### config.mk
export PLATFORM = sky130hd
export DESIGN_NAME = ct_split_flat
export DESIGN_NICKNAME = d
export VERILOG_FILES = /design/src/rtl/ct_split_if.sv /design/src/rtl/ct_split.sv /design/src/flat_wrapper.sv
export SDC_FILE = /design/constraint.sdc
export NUM_CORES = 1
export LEC_CHECK = 0
export CAP_MARGIN = 25
export CORE_AREA = 2 2 39 41
export DETAILED_ROUTE_END_ITERATION = 6
export DIE_AREA = 0 0 41 43
export PLACE_DENSITY = 0.59
export REMOVE_ABC_BUFFERS = 1
export SLEW_MARGIN = 5
export SYNTH_ARGS = -nofsm -noshare
export SYNTH_HDL_FRONTEND = slang
export SYNTH_SLANG_ARGS = --single-unit
### constraint.sdc
create_clock -name clk -period 1.4 [get_ports clk]
set_input_delay 0.42 -clock clk [delete_from_list [all_inputs] [get_ports clk]]
set_output_delay 0.42 -clock clk [all_outputs]
set_load 0.01 [all_outputs]
### src/rtl/ct_split_if.sv
`default_nettype none
// +--------------------------------------------------------------------+
// | ct_split_if : stream bundle between an upstream source, the fork   |
// |               and its NO downstream sinks.                         |
// | Revision    : 1.0                                                  |
// +--------------------------------------------------------------------+
interface ct_split_if #(
  parameter int NO    = 2,
  parameter int WIDTH = 1
);
  logic [WIDTH-1:0]    i_data;
  logic                i_valid;
  logic                o_ready;
  logic                i_eop;
  logic [NO-1:0]       i_mask;
  logic [NO*WIDTH-1:0] o_data;
  logic [NO-1:0]       o_valid;
  logic [NO-1:0]       i_ready;
  logic [NO-1:0]       o_eop;

  modport slave (
    input  i_data, i_valid, i_eop, i_mask, i_ready,
    output o_ready, o_data, o_valid, o_eop
  );

  modport master (
    output i_data, i_valid, i_eop, i_mask, i_ready,
    input  o_ready, o_data, o_valid, o_eop
  );
endinterface
`default_nettype wire

### src/rtl/ct_split.sv
`default_nettype none
// +--------------------------------------------------------------------+
// | ct_split : packet-aware 1-to-NO fork; a beat retires once every    |
// |            output in the packet's destination mask has taken it.   |
// | Revision : 1.0                                                     |
// +--------------------------------------------------------------------+
module ct_split #(
  parameter int NO    = 2,
  parameter int WIDTH = 1
) (
  input  logic       clk,
  input  logic       reset,
  ct_split_if.slave  bus
);

  typedef enum logic [0:0] {
    MODE_SOP  = 1'b0,
    MODE_BODY = 1'b1
  } mode_e;

  mode_e         mode_q,     mode_d;
  logic [NO-1:0] pkt_mask_q, pkt_mask_d;
  logic [NO-1:0] done_q,     done_d;

  logic [NO-1:0] eff_mask;
  logic [NO-1:0] valid_w;
  logic [NO-1:0] acc;
  logic          fin;

  always_ff @(posedge clk) begin
    if (!reset) begin
      mode_q     <= MODE_SOP;
      pkt_mask_q <= '0;
      done_q     <= '0;
    end else begin
      mode_q     <= mode_d;
      pkt_mask_q <= pkt_mask_d;
      done_q     <= done_d;
    end
  end

  always_comb begin
    mode_d     = mode_q;
    pkt_mask_d = pkt_mask_q;
    done_d     = done_q;

    // First beat routes on the live mask; the rest of the packet uses the latched copy.
    eff_mask = (mode_q == MODE_SOP) ? bus.i_mask : pkt_mask_q;
    valid_w  = {NO{reset & bus.i_valid}} & eff_mask & ~done_q;
    acc      = valid_w & bus.i_ready;
    fin      = reset & bus.i_valid & (&(~eff_mask | done_q | acc));

    if (fin) begin
      done_d = '0;
      if (bus.i_eop) begin
        mode_d = MODE_SOP;
      end else if (mode_q == MODE_SOP) begin
        pkt_mask_d = bus.i_mask;
        mode_d     = MODE_BODY;
      end
    end else if (bus.i_valid) begin
      done_d = done_q | acc;
    end
  end

  assign bus.o_valid = valid_w;
  assign bus.o_ready = fin;
  assign bus.o_data  = {NO{bus.i_data}};
  assign bus.o_eop   = {NO{bus.i_eop}};

endmodule
`default_nettype wire

### src/flat_wrapper.sv
// flat-port wrapper written by rule: the top's interface ports become plain ports
module ct_split_flat 
#(
  parameter int NO    = 2,
  parameter int WIDTH = 1
)
  (clk, reset, bus_i_data, bus_i_valid, bus_i_eop, bus_i_mask, bus_i_ready, bus_o_ready, bus_o_data, bus_o_valid, bus_o_eop);
  ct_split_if #(.NO(NO), .WIDTH(WIDTH)) bus_i ();
  input  logic clk;
  input  logic reset;
  input wire logic [$bits(bus_i.i_data)-1:0] bus_i_data;
  input wire logic [$bits(bus_i.i_valid)-1:0] bus_i_valid;
  input wire logic [$bits(bus_i.i_eop)-1:0] bus_i_eop;
  input wire logic [$bits(bus_i.i_mask)-1:0] bus_i_mask;
  input wire logic [$bits(bus_i.i_ready)-1:0] bus_i_ready;
  output wire logic [$bits(bus_i.o_ready)-1:0] bus_o_ready;
  output wire logic [$bits(bus_i.o_data)-1:0] bus_o_data;
  output wire logic [$bits(bus_i.o_valid)-1:0] bus_o_valid;
  output wire logic [$bits(bus_i.o_eop)-1:0] bus_o_eop;
  assign bus_i.i_data = bus_i_data;
  assign bus_i.i_valid = bus_i_valid;
  assign bus_i.i_eop = bus_i_eop;
  assign bus_i.i_mask = bus_i_mask;
  assign bus_i.i_ready = bus_i_ready;
  assign bus_o_ready = bus_i.o_ready;
  assign bus_o_data = bus_i.o_data;
  assign bus_o_valid = bus_i.o_valid;
  assign bus_o_eop = bus_i.o_eop;
  ct_split #(.NO(NO), .WIDTH(WIDTH)) u_core (.clk(clk), .reset(reset), .bus(bus_i));
endmodule
=== After elaboration in Yosys (flattened, before gate mapping) ===
Cells that the tools add are included.

* Register bits: 5
* Logic and storage cells: 20
* Output and inout port bits: 7
* Bits of input ports: 9

* Bitwise operators: 12
* Reduce and logical (&&, ||, !) cells: 3
* Multiplexer cells: 2

{| class="wikitable"
|+ Operators by type and width
! kind !! count
|-
| $and 2x2->2 || 3
|-
| $or 2x2->2 || 3
|-
| $not 2->2 || 2
|-
| $reduce_and 2->1 || 2
|-
| $and 1x1->1 || 2
|-
| $mux 2 || 1
|-
| $not 1->1 || 2
|-
| $reduce_or 2->1 || 1
|-
| $mux 1 || 1
|}

=== Depth between registers and ports, before layout ===
Gate-level depths: netlist of run 1.

* Depth in word-level cells: 8
* Mapped depth: 4

=== Worst setup path after synthesis of run 1 ===
No wires, ideal clock.

* Path kind: in2out
* Start point: in bus_i_ready[1]
* End point: out bus_o_ready
* Data required time: 0.980 ns
* Setup slack: -0.059 ns
* Stages: 3
* Arrival: 1.039 ns
* Buffers on the path: 0
* Cell sequence: or2_2 -> o32ai_2 -> nor2_1

* Cells in the longest elaborated chain, start to end: 4

{| class="wikitable"
|+ RTL lines
! what !! line !! RTL
|-
| from (decl) || flat_wrapper.sv:15 || <nowiki>input wire logic [$bits(bus_i.i_ready)-1:0] bus_i_ready;</nowiki>
|-
| $and 2x2->2 || ct_split.sv:50 || <nowiki>acc = valid_w & bus.i_ready;</nowiki>
|-
| $or 2x2->2 || ct_split.sv:51 || <nowiki>fin = reset & bus.i_valid & (&(~eff_mask | done_q | acc));</nowiki>
|-
| $reduce_and 2->1 || ct_split.sv:51 ||
|-
| $and 1x1->1 || ct_split.sv:51 ||
|-
| to (decl) || flat_wrapper.sv:16 || <nowiki>output wire logic [$bits(bus_i.o_ready)-1:0] bus_o_ready;</nowiki>
|}

Every way passes these cells.

=== Final worst setup path of run 1 ===
* Start point: reg u_core.mode_q
* End point: out bus_o_ready

* Cells in the longest elaborated chain, start to end: 7

{| class="wikitable"
|+ RTL lines
! what !! line !! RTL
|-
| from (decl) || ct_split.sv:21 || <nowiki>mode_e mode_q, mode_d;</nowiki>
|-
| from (signal assigned) || ct_split.sv:36 || <nowiki>mode_q <= mode_d;</nowiki>
|-
| $mux 2 (*) || - ||
|-
| $and 2x2->2 (2 in series) || ct_split.sv:49 || <nowiki>valid_w = {NO{reset & bus.i_valid}} & eff_mask & ~done_q;</nowiki>
|-
| $and 2x2->2 || ct_split.sv:50 ||
|-
| $or 2x2->2 (*) || ct_split.sv:51 ||
|-
| $reduce_and 2->1 (*) || ct_split.sv:51 ||
|-
| $and 1x1->1 (*) || ct_split.sv:51 ||
|}

Every way passes the cells marked *; elsewhere a longest branch is shown, timed or not.

==> results of run 1 <==
-- sequential cells by signal (all words and copies together) (netlist names) --
name               cells
u_core.done_q          2
u_core.pkt_mask_q      2
u_core.mode_q          1
-- report_power, final --
group / total (W) / internal (W) / switching, W / leakage [nW]
logic: 0.000154 / 0.0000893 / 0.0000644 / 0.226
registers: 0.000157 / 0.000149 / 0.00000810 / 0.0414
clock network: 0.000173 / 0.000108 / 0.0000653 / 0.0150
-- worst max-delay path by stage --
stage | start | end
5_1_grt | u_core.mode_q | bus_o_ready
3_5_place_dp | bus_i_mask[1] | bus_o_ready
6_report | u_core.mode_q | bus_o_ready
3_3_place_gp | bus_i_mask[1] | bus_o_ready
2_1_floorplan | bus_i_ready[1] | bus_o_ready
4_1_cts | u_core.mode_q | bus_o_ready
-- per-layer routing --
| layer | track usage [%] | share of wire (%) | vias up |
|---|---|---|---|
| met2 | 21.88 | 52 | 12 |
| met5 | 0 | 0 | - |
| met1 | 12.86 | 41 | 159 |
| met3 | 3.141 | 5.0 | 2 |
| li1 | - | - | 181 |
| met4 | 8.000 | 1.9 | 0 |
-- metrics by stage --
stage	total power (W)	util, %
finish	0.0004838	45.21
global route	0.0005085	45.21
CTS	0.0004794	45.12
detailed placement	0.0002638	34.27
global placement	0.0002633	34.27
floorplan	0.0001945	-
-- worst min-delay path, cell delays in order --
cell and delay [ns]:
dlygate4sd2_1 0.21, a21oi_1 0.06, nor2_1 0.07
-- logic make-up after synthesis --
logic type / after synthesis / synth area share, %
buffers and inverters: 6 / 12.99
AOI/OAI and AO/OA: 8 / 24.24
DFF: 5 / 34.63
and+or+nand+nor: 13 / 21.21
muxes: 2 / 6.927
-- what timing repair did --
item,4_1_cts,5_1_grt
hold buffers,0,0
resized for setup,44,4
pin swaps,5,3
setup endpoints to repair,10,8
buffers inserted,8,0
-- cell type report --
type,instances,area share (%)
sequential,5,16.60
inverter,2,1.200
timing repair buffer,30,36.00
tap,16,3.200
clock buffer,4,4.200
multi-input combinational,23,38.80
-- placed cells by master (no fill, tap or decap), types with 2 or more instances in the layout --
cell type	synthesis	final
buf_4	4	16
dlygate4sd2_1	0	6
buf_2	0	4
dfxtp_1	5	4
clkbuf_4	0	3
mux2i_4	0	2
o32ai_2	1	2
nor3_4	0	2
inv_1	2	2
a21oi_1	2	2
nor2_1	3	2
o211ai_1	2	2
nand2_1	3	2
clkbuf_2	0	2
buf_6	0	2
==> results_dict.tcl, run 1 <==
set metrics [dict create \
    outcome "finished, violations left" \
    violations "negative setup slack" \
    synth_warnings 0 \
    cp_top_family "flip-flops" \
    holdWs_ns 0.5619 \
    crit_buf_inv 1 \
    pin_count 16 \
    leakagePower_nw 0.2819 \
    synthCells 34 \
    worstReg2RegStart "u_core.mode_q" \
    rr_endpoint "u_core.done_q[1]" \
    drt-initial-drc-count 5 \
    synthTopCellsByCount "dfxtp_1 (5), buf_4 (4), nand2_1 (3), nor2_1 (3), nor3_1 (3)" \
    synth_area_leaders "dfxtp_1 (35%), buf_4 (10%), mux2i_1 (6.9%)" \
    row_count 14 \
    synth_edf_count 0 \
    dr.pass1.iters 3 \
    start_util_pct 20.89 \
    crit_slowest_cell "dfxtp_4" \
    p_per_area_nw_per_um2 773.4 \
    core_um2 1384 \
    pre_cts_ws_ns -0.9562 \
    fillCellCount 140 \
    fin_crit_ns 1.687 \
    drive_above_1_share_pct 64.06 \
    crit_chain "mux2i_4 -> o32ai_2 -> nor2_2 -> buf_2" \
    worst_slack_ns -0.2867 \
    nets 74 \
    die_area_um2 1763 \
    min_from "bus_i_ready[1]" \
    cp.required_ns 0.98 \
    synth_top_area_cell "dfxtp_1" \
    routed_wl_um 915 \
    maxCapViolCount 0 \
    port_buffers 12 \
    hold_depth 3 \
    die_h_um 43 \
    ys_seq_elements 5 \
    hold_end "u_core.done_q[1]" \
    ff2ff_setup_slack_ns -0.09 \
    clkLatencyLatePin_ns 0.24 \
    wire_per_inst_um 11.44 \
    path_clk_slew_ns 0.05 \
    grt_usage_pct 12.85 \
    gp_congestion 0.7043 \
    finalInstanceArea_um2 625.6 \
    worst_slew_pin_slew_ns 0.3165 \
    grt_max_degree 5 \
    vias 354 \
    stdcell_count 80 \
    synth.most_common_cell "dfxtp_1" \
    antenna_cells 0 \
    ys.flop_type "dfxtp_1" \
    cts_tree "built" \
    async_flop_share_pct 0 \
    cts_root_buf "clkbuf_4" \
    slew_headroom_pct 78.74 \
    worstPathArrival_ns 1.27 \
    cp-start-kind "flip-flop" \
    crit_fanout 3 \
    vias_per_cell 4.425 \
    tns_ns -0.8731 \
    worst-path-stages 4 \
    clk_path_buf_depth 2 \
    multi_input_area_um2 242.7 \
    drcViolationCount 0 \
    sequential_cell_area_um2 103.9 \
    endpoint_kind "output port" \
    cts-buffers-inserted 3 \
    max_stage_delay_ns 0.36 \
    hold_viol_final 0 \
    grt_pass1_vias 372 \
    dp.final_hpwl_um 579 \
    clock_skew_ns 0.001127 \
    syn_area_um2 289.0 \
    rsz0062_at_grt "true" \
    hold_class "in -> reg" \
    cts_sinks 5 \
    syn_to_final_growth_pct 116.5 \
    ys_seq_area_share_pct 34.63 \
    slew_violations 0 \
    irDropWorstVdd_mv 0.2710 \
    grt_antenna_before_repair 0 \
    r2r_cells 8 \
    max_freq_mhz 592.9 \
    ant_nets 0 \
    finalSetupViolations 4 \
    placed_area_um2 474.2 \
    die_w_um 41 \
    grt_pass1_wl_mm 1.483 \
    htreeDepth 1 \
    post-synth-top-area-fraction_pct 34.63 \
    dp_cells 68 \
    syn_avg_cell_area_um2 8.501 \
    crit_type "reg -> out" \
    period_share_pct 120.5 \
    grt_overflow 0 \
    synth.distinct_cells 16 \
]
(Power assumes the default switching activity.)
==> run 2, diff against run 1 <==
--- a/config.mk
+++ b/config.mk
@@ -6,10 +6,12 @@
 export NUM_CORES = 1
 export LEC_CHECK = 0
 export CAP_MARGIN = 25
-export CORE_AREA = 2 2 39 41
+export CELL_PAD_IN_SITES_DETAIL_PLACEMENT = 1
+export CELL_PAD_IN_SITES_GLOBAL_PLACEMENT = 2
+export CORE_UTILIZATION = 18
 export DETAILED_ROUTE_END_ITERATION = 6
-export DIE_AREA = 0 0 41 43
-export PLACE_DENSITY = 0.59
+export GPL_TIMING_DRIVEN = 0
+export PLACE_DENSITY = 0.8
 export REMOVE_ABC_BUFFERS = 1
 export SLEW_MARGIN = 5
 export SYNTH_ARGS = -nofsm -noshare
==> run 2 against run 1 <==
  * The run still ends with negative setup slack left
  * Largest cell class unchanged
  * Clock power barely moved
  * Register-to-register slack better by 0.04 ns
  * Wire length down 4.6%
  * Worst hold slack worse by 0.090 ns
  * Count of clock-buffer cells in the layout stayed put
  * Power decreased by 4.0%
  * Final area down 13%
  * Non-clock buffer count is 11 lower
  * Cell count down 14%
  * Critical path depth did not move
  * Critical endpoint unchanged
  * Die area grew 0.39%
==> results_dict.tcl, run 2 (synthesized netlist as in run 1, its figures left out) <==
set metrics [dict create \
    nets 63 \
    maxCapViolCount 0 \
    final_cell_mix "dlygate4sd2_1 (5), buf_4 (4), dfxtp_1 (4)" \
    slew_headroom_pct 84.71 \
    die_w_um 42.07 \
    hold_buffers 0 \
    max_stage_delay_ns 0.38 \
    tns_ns -0.8691 \
    crit_fanout 3 \
    pre_cts_ws_ns -1.049 \
    finalInstanceArea_um2 545.5 \
    dr.pass1.iters 2 \
    grt_pass1_wl_mm 1.407 \
    irDropWorstVdd_mv 0.3826 \
    core_um2 1506 \
    utilization_pct 36.21 \
    cp-start-kind "flip-flop" \
    p_per_area_nw_per_um2 851.4 \
    cp_top_family "flip-flops" \
    antenna_cells 0 \
    rsz0062_at_grt "true" \
    start_util_pct 19.19 \
    cts_sinks 5 \
    reg_top3 "u_core.done_q: 2 flops, u_core.pkt_mask_q: 2 flops, u_core.mode_q: 1 flops" \
    htreeDepth 1 \
    cp.required_ns 0.98 \
    die_h_um 42.07 \
    placed_area_um2 399.1 \
    crit_buf_inv 1 \
    worst_slew_pin_slew_ns 0.2245 \
    drive_above_1_share_pct 50.94 \
    violations "negative setup slack" \
    cts-buffers-inserted 3 \
    fin_crit_ns 1.686 \
    worstPathArrival_ns 1.27 \
    period_share_pct 120.4 \
    worst_slack_ns -0.2855 \
    wire_per_inst_um 12.65 \
    routed_wl_um 873 \
    hold_viol_final 0 \
    row_count 14 \
    finalSetupViolations 5 \
    crit_slowest_cell "dfxtp_4" \
    grt_antenna_before_repair 0 \
    max_freq_mhz 593.3 \
    power_w 0.0004645 \
    vias 318 \
    grt_pass1_vias 306 \
    grt_max_degree 6 \
    dp.final_hpwl_um 556.9 \
    pin_count 16 \
    endpoint_kind "output port" \
    grt_overflow 0 \
    drt-initial-drc-count 6 \
    clkLatencyLatePin_ns 0.25 \
    cts_root_buf "clkbuf_4" \
    fillCellCount 168 \
    crit_type "reg -> out" \
    clk_path_buf_depth 2 \
    hold_class "in -> reg" \
    crit_chain "mux2i_4 -> o32ai_4 -> nor2_1 -> buf_2" \
    drcViolationCount 0 \
    syn_to_final_growth_pct 88.74 \
    outcome "finished, violations left" \
    slew_violations 0 \
    leakagePower_nw 0.2167 \
    cts_tree "built" \
    vias_per_cell 4.609 \
    clock_skew_ns 0.0009587 \
    grt_usage_pct 11.07 \
    ant_nets 0 \
    gp_congestion 0.6442 \
    final_common_cell "dlygate4sd2_1" \
    die_area_um2 1770 \
    port_buffers 12 \
    path_clk_slew_ns 0.05 \
]
==> run 2: changes by cell type in the layout (fill, tap and decap cells not counted), sizes merged <==
cell	before	now
buf	22	10
clkbuf	6	5
dlygate4sd2	6	5
clkdlybuf4s15	0	3
==> run 2: stage by stage <==
| stage | hold slack [ns] | cells |
|---|---|---|
| floorplan | 0.4524 | 30 |
| global placement | 0.4695 | 58 |
| detailed placement | 0.4817 | 58 |
| CTS | 0.5325 | 68 |
| global route | 0.4924 | 69 |
| finish | 0.4718 | 69 |
==> run 2: area by class of cell <==
cell class | count | area [um2] | area share [%]
Sequential cell | 5 | 103.9 | 19.04
Inverter | 2 | 7.507 | 1.376
Timing Repair Buffer | 19 | 158.9 | 29.13
Multi-Input combinational cell | 23 | 229.0 | 41.97
Clock buffer | 4 | 26.28 | 4.817
Tap cell | 16 | 20.02 | 3.670
==> run 2: power by group <==
group / internal (W) / leakage [nW] / switching (W) / total, W
Clock: 0.000108 / 0.0150 / 0.0000651 / 0.000173
Combinational: 0.0000743 / 0.160 / 0.0000590 / 0.000133
Sequential: 0.000149 / 0.0414 / 0.00000933 / 0.000158
==> run 2: path summary, 6_finish.rpt <==
path,depth (start not counted),slack (ns),end,start
worst min register to register,2,0.53,u_core.pkt_mask_q[0],u_core.pkt_mask_q[0]
worst max-delay path,4,-0.29,bus_o_ready,u_core.mode_q
worst max register to register,6,-0.05,u_core.mode_q,u_core.mode_q
worst min-delay path,3,0.47,u_core.done_q[1],reset
==> run 2: repair_timing <==
item	in CTS	in global routing
setup buffers	6	1
pin swaps	5	8
gates resized for setup	37	9
setup endpoints to repair	10	8
cloned	0	0
==> run 2: tightest hold or removal path: stages <==
cell and delay (ns):
clkbuf_2 0.13, o21ai_4 0.09, nor2_2 0.03
==> run 2: layer usage <==
| layer | GRT usage, % | vias to the layer above | routed length [um] |
|---|---|---|---|
| met4 | 7.500 | 0 | 17 |
| met2 | 17.50 | 11 | 433 |
| met1 | 12.17 | 145 | 365 |
| met5 | 0 | - | 0 |
| met3 | 4.310 | 4 | 57 |
| li1 | - | 158 | - |
